**src/rtl/seq_detect_param.sv**
```systemverilog
// Serial bit-pattern detector with a runtime pattern, length and overlap mode, plus a saturating hit counter.
// match is a registered pulse one cycle after the final pattern bit. There is no backpressure: bits are sampled whenever a_valid is high.
module seq_detect_param #(
   parameter int PAT_W = 8,
   parameter int LEN_W = 4,
   parameter int CNT_W = 8
) (
   input  logic             clk,
   input  logic             rst_n,
   input  logic             a,
   input  logic             a_valid,
   input  logic             cfg_load,
   input  logic [PAT_W-1:0] pattern,
   input  logic [LEN_W-1:0] pat_len,
   input  logic             overlap_en,
   input  logic             cnt_clr,
   output logic             match,
   output logic [CNT_W-1:0] match_cnt,
   output logic             cfg_ok
);

   localparam logic [LEN_W-1:0] L_PAT_W   = LEN_W'(PAT_W);
   localparam logic [CNT_W-1:0] L_CNT_MAX = '1;

   logic [PAT_W-1:0] r_pat;
   logic [LEN_W-1:0] r_len;
   logic             r_ovl;
   logic [PAT_W-2:0] r_hist;
   logic [LEN_W-1:0] r_fill;
   logic             r_match;
   logic [CNT_W-1:0] r_cnt;
   logic             r_cfg_ok;

   logic [PAT_W-1:0] w_window;
   logic [PAT_W-1:0] w_mask;
   logic [LEN_W:0]   w_fill_p1;
   logic [LEN_W-1:0] w_len_in;
   logic             w_hit;

   // The incoming bit completes the window, so only the newest PAT_W-1 history bits are ever compared.
   assign w_window = {r_hist, a};

   always_comb begin
      w_mask = '0;
      for (int i = 0; i < PAT_W; i++) begin
         w_mask[i] = (LEN_W'(i) < r_len);
      end
   end

   assign w_fill_p1 = {1'b0, r_fill} + {{LEN_W{1'b0}}, 1'b1};
   assign w_len_in  = (pat_len > L_PAT_W) ? L_PAT_W : pat_len;

   assign w_hit = a_valid & ~cfg_load & r_cfg_ok
                & (w_fill_p1 >= {1'b0, r_len})
                & (((w_window ^ r_pat) & w_mask) == '0);

   always_ff @(posedge clk or negedge rst_n) begin
      if (!rst_n) begin
         r_pat    <= '0;
         r_len    <= '0;
         r_ovl    <= 1'b0;
         r_cfg_ok <= 1'b0;
         r_hist   <= '0;
         r_fill   <= '0;
      end else if (cfg_load) begin
         r_pat    <= pattern;
         r_len    <= w_len_in;
         r_ovl    <= overlap_en;
         r_cfg_ok <= (pat_len != '0);
         r_hist   <= '0;
         r_fill   <= '0;
      end else if (a_valid) begin
         r_hist <= w_window[PAT_W-2:0];
         // Non-overlapping mode restarts the fill so no bit is shared between detections.
         if (w_hit && !r_ovl) begin
            r_fill <= '0;
         end else if (r_fill != L_PAT_W) begin
            r_fill <= w_fill_p1[LEN_W-1:0];
         end
      end
   end

   always_ff @(posedge clk or negedge rst_n) begin
      if (!rst_n) begin
         r_match <= 1'b0;
         r_cnt   <= '0;
      end else begin
         r_match <= w_hit;
         if (cnt_clr) begin
            r_cnt <= w_hit ? CNT_W'(1) : '0;
         end else if (w_hit && (r_cnt != L_CNT_MAX)) begin
            r_cnt <= r_cnt + CNT_W'(1);
         end
      end
   end

   assign match     = r_match;
   assign match_cnt = r_cnt;
   assign cfg_ok    = r_cfg_ok;

endmodule

```
**config.mk**
```make
export PLATFORM = sky130hd
export DESIGN_NAME = seq_detect_param
export DESIGN_NICKNAME = d
export VERILOG_FILES = /design/src/rtl/seq_detect_param.sv
export SDC_FILE = /design/constraint.sdc
export NUM_CORES = 1
export LEC_CHECK = 0
export CAP_MARGIN = 20
export CORE_MARGIN = 3
export CORE_UTILIZATION = 51
export CTS_CLUSTER_SIZE = 12
export DETAILED_ROUTE_END_ITERATION = 6
export PLACE_DENSITY = 0.88
export SETUP_SLACK_MARGIN = 0.05
export SYNTH_ARGS = -nofsm -noshare
export SYNTH_HDL_FRONTEND = slang
export SYNTH_SLANG_ARGS = --single-unit
export TNS_END_PERCENT = 20
```
**constraint.sdc**
```tcl
create_clock -name clk -period 2.49 [get_ports clk]
set_input_delay 0.6225 -clock clk [delete_from_list [all_inputs] [get_ports clk]]
set_output_delay 0.6225 -clock clk [all_outputs]
set_load 0.005 [all_outputs]
```
==> flow_summary.ini <==
[sta]
fmax_ghz = 0.427
relSlewSlack = 0.670
clock_skew_ns = 0.0109
period_share = 0.941
tns_ns = 0
rsz0062_at_grt = false
period_minus_slack_ns = 2.34
worstMarginPinSlew_ns = 0.494
hold_violations = 0
drv_slew = 0
fin_ws_ns = 0.146
finalSetupViolCount = 0

[drt]
drc_errors = 0
wl_per_cell_um = 15.0
via_count = 1451
first_iter_violations = 92
drt-vias-per-instance = 5.74
wirelength_um = 3790
ant_nets = 0
firstDrtPassIters = 4

[cells_and_area]
diodes = 0
num-nets-final = 234
fillCellCount = 264
layout_common_cells = dfrtp_1 (34), clkdlybuf4s50_1 (28), nor2_1 (14)
drive_gt1_frac = 0.139
design_area_um2 = 2210
layout.area.seq_um2 = 851
multi_input_area_um2 = 870
final_common_cell = dfrtp_1
final_util = 0.689
syn_to_final_growth_pct = 22.6

[logic_synthesis]
avgSynthCellArea_um2 = 10.4
ys.flop_type = dfrtp_1
ys_seq_area_frac = 0.473
synth_top_area_frac = 0.473
synthCells = 173
ys_warn_count = 0
synth.area.mux_share = 0.102
synthAdderAreaFrac = 0.0487
yosys-top-cells-area = dfrtp_1 (47%), mux2_2 (6.3%), ha_1 (4.9%), xnor2_1 (4.4%), mux2i_1 (3.9%)
synth_edf_count = 0
synth_fp_nets = 199
ys_ff_latch = 34
async_flop_share = 1.00
synth_top_family_by_area = simple AND/OR/NAND/NOR gates
synth-compound-area-share = 0.127
yosys.area.top_type = dfrtp_1
synth-simple-area-share = 0.148
synth_area_um2 = 1800
synth_cell_types = 42
yosys.area_share.xor_xnor = 0.0535

[global_route]
overflow = 0
grt_pass1_vias = 1414
antenna_found_initial = 0
track_usage = 0.200
grt_pass1_wl_um = 6600
grt_start_max_net_pins = 35

[clocking]
postCtsHoldBufs = 0
numCtsBuffers = 5
clockBufferDepth = 2
worst_skew_pair.late_latency_ns = 0.34
cts_sinks = 34
cts_tree = yes
cts_htree_levels = 2
cts_root_buffer = clkbuf_4
clkTransAtPathRegs_ns = 0.10

[placed_design]
dpl.hpwl_um = 2820
placed_area_um2 = 2120
place_congestion = 0.902
io_buffers = 28
pre_cts_ws_ns = 0.0664

[setup_path]
startpoint = r_fill[0]$_DFFE_PN0P_
crit_path_max_incr_delay_ns = 0.55
cp.required_ns = 2.74
crit_fanout = 7
r2r_end = match_cnt[3]$_DFFE_PN0P_
cp_num_cells = 8
crit_type = reg2reg
cp-start-kind = register
cp-endpoint = match_cnt[3]$_DFFE_PN0P_
path_cells = ha_1 -> xor2_1 -> ha_1 -> o21ai_0 -> o21ai_1 -> nand3_2 -> or4_4 -> a21oi_2
r2r_cells = 8
cpMaxStageDelayCell = or4_4
reg2reg_from = r_fill[0]$_DFFE_PN0P_
arrival_ns = 2.60
ff2ff_setup_slack_ns = 0.15
cp_num_buf_inv = 0
cp-end-kind = register
path_delay_family = simple AND/OR/NAND/NOR gates
cpMostUsedCell = ha_1

[die]
pin_count = 29
die_y_um = 65.4
initial_core_util = 0.562
fp-row-count = 20
fp.dieW_um = 65.4
core_area_um2 = 3200
die_area_um2 = 4280

[power]
p_leak_nw = 0.932
irDropWorstVdd_mv = 0.283
power_density_nw_per_um2 = 493
total_power_w = 0.00109

[hold_path]
hp-class = reg2reg

[run]
drv_cap = 0

[run_status]
status = complete, no violations
through the flow:
step           instances  hold slack, ns
3_5_place_dp         243           0.516
6_report             253           0.538
3_3_place_gp         243           0.511
5_1_grt              253           0.575
4_1_cts              251           0.539
2_1_floorplan        173           0.327
registers in the layout, summed over array words and instances (netlist names):
register and count:
r_len 4, match 1, match_cnt 8, r_hist 7
r_pat 8, cfg_ok 1, r_fill 4, r_ovl 1
final cells by class:
| class | instances | area share |
|---|---|---|
| clock buffers | 7 | 0.0250 |
| repair buffers | 35 | 0.151 |
| clock inverters | 1 | 0.00227 |
| multi-input cells | 122 | 0.394 |
| inverters | 10 | 0.0170 |
| flip-flops and latches | 34 | 0.386 |
| well taps | 44 | 0.0250 |
routing by layer:
| layer | up-vias | global-route usage | wire length [um] |
|---|---|---|---|
| li1 | 697 | - | - |
| met1 | 696 | 0.263 | 1650 |
| met2 | 50 | 0.324 | 1810 |
| met3 | 8 | 0.0496 | 265 |
| met4 | 0 | 0.0674 | 66 |
| met5 | - | 0 | 0 |
worst reg2reg max path, cell delays in order (launching register included):
cell and delay, ns:
dfrtp_1 0.44, ha_1 0.26, xor2_1 0.15, ha_1 0.27, o21ai_0 0.07, o21ai_1 0.20, nand3_2 0.16, or4_4 0.55
a21oi_2 0.16
what timing repair did:
item / 4_1_cts / 5_1_grt
gates resized for setup: 0 / 3
setup buffers: 0 / 2
setup endpoints to repair: 0 / 7
endpoints found under the hold margin: 0 / 0
worst min-delay path by stage:
stage | startpoint | cells after the start | to | slack (ns)
2_1_floorplan | rst_n | 0 | cfg_ok$_DFFE_PN0P_ | 0.33
3_3_place_gp | r_ovl$_DFFE_PN0P_ | 1 | r_ovl$_DFFE_PN0P_ | 0.51
3_5_place_dp | r_ovl$_DFFE_PN0P_ | 1 | r_ovl$_DFFE_PN0P_ | 0.52
4_1_cts | r_ovl$_DFFE_PN0P_ | 1 | r_ovl$_DFFE_PN0P_ | 0.54
5_1_grt | r_pat[3]$_DFFE_PN0P_ | 1 | r_pat[3]$_DFFE_PN0P_ | 0.58
6_report | r_ovl$_DFFE_PN0P_ | 1 | r_ovl$_DFFE_PN0P_ | 0.54
logic make-up (layout without fill, tap and decap cells):
kind of cell | Yosys count | in the layout
simple gates | 51 | 51
buf+inv | 17 | 53
compound gates | 36 | 36
flops | 34 | 34
xor+xnor | 11 | 11
fa+ha+maj | 7 | 7
mux | 17 | 17
cell usage after synthesis (3+ instances only):
master and number:
nor4_1 5, o22ai_1 4, nand3_1 7, mux2_2 10
mux2i_1 7, a211oi_1 4, nor2_1 14, a31oi_1 3
ha_1 7, a21oi_1 8, o21ai_0 8, nor3_1 4
inv_1 10, nand2_1 7, dfrtp_1 34, xnor2_1 9
power by group:
part / total (W) / internal [W] / switching [W]
logic: 0.000166 / 0.0000890 / 0.0000771
clock network: 0.000314 / 0.000137 / 0.000177
registers: 0.000606 / 0.000578 / 0.0000288
Power figures use the tool's default switching activity.
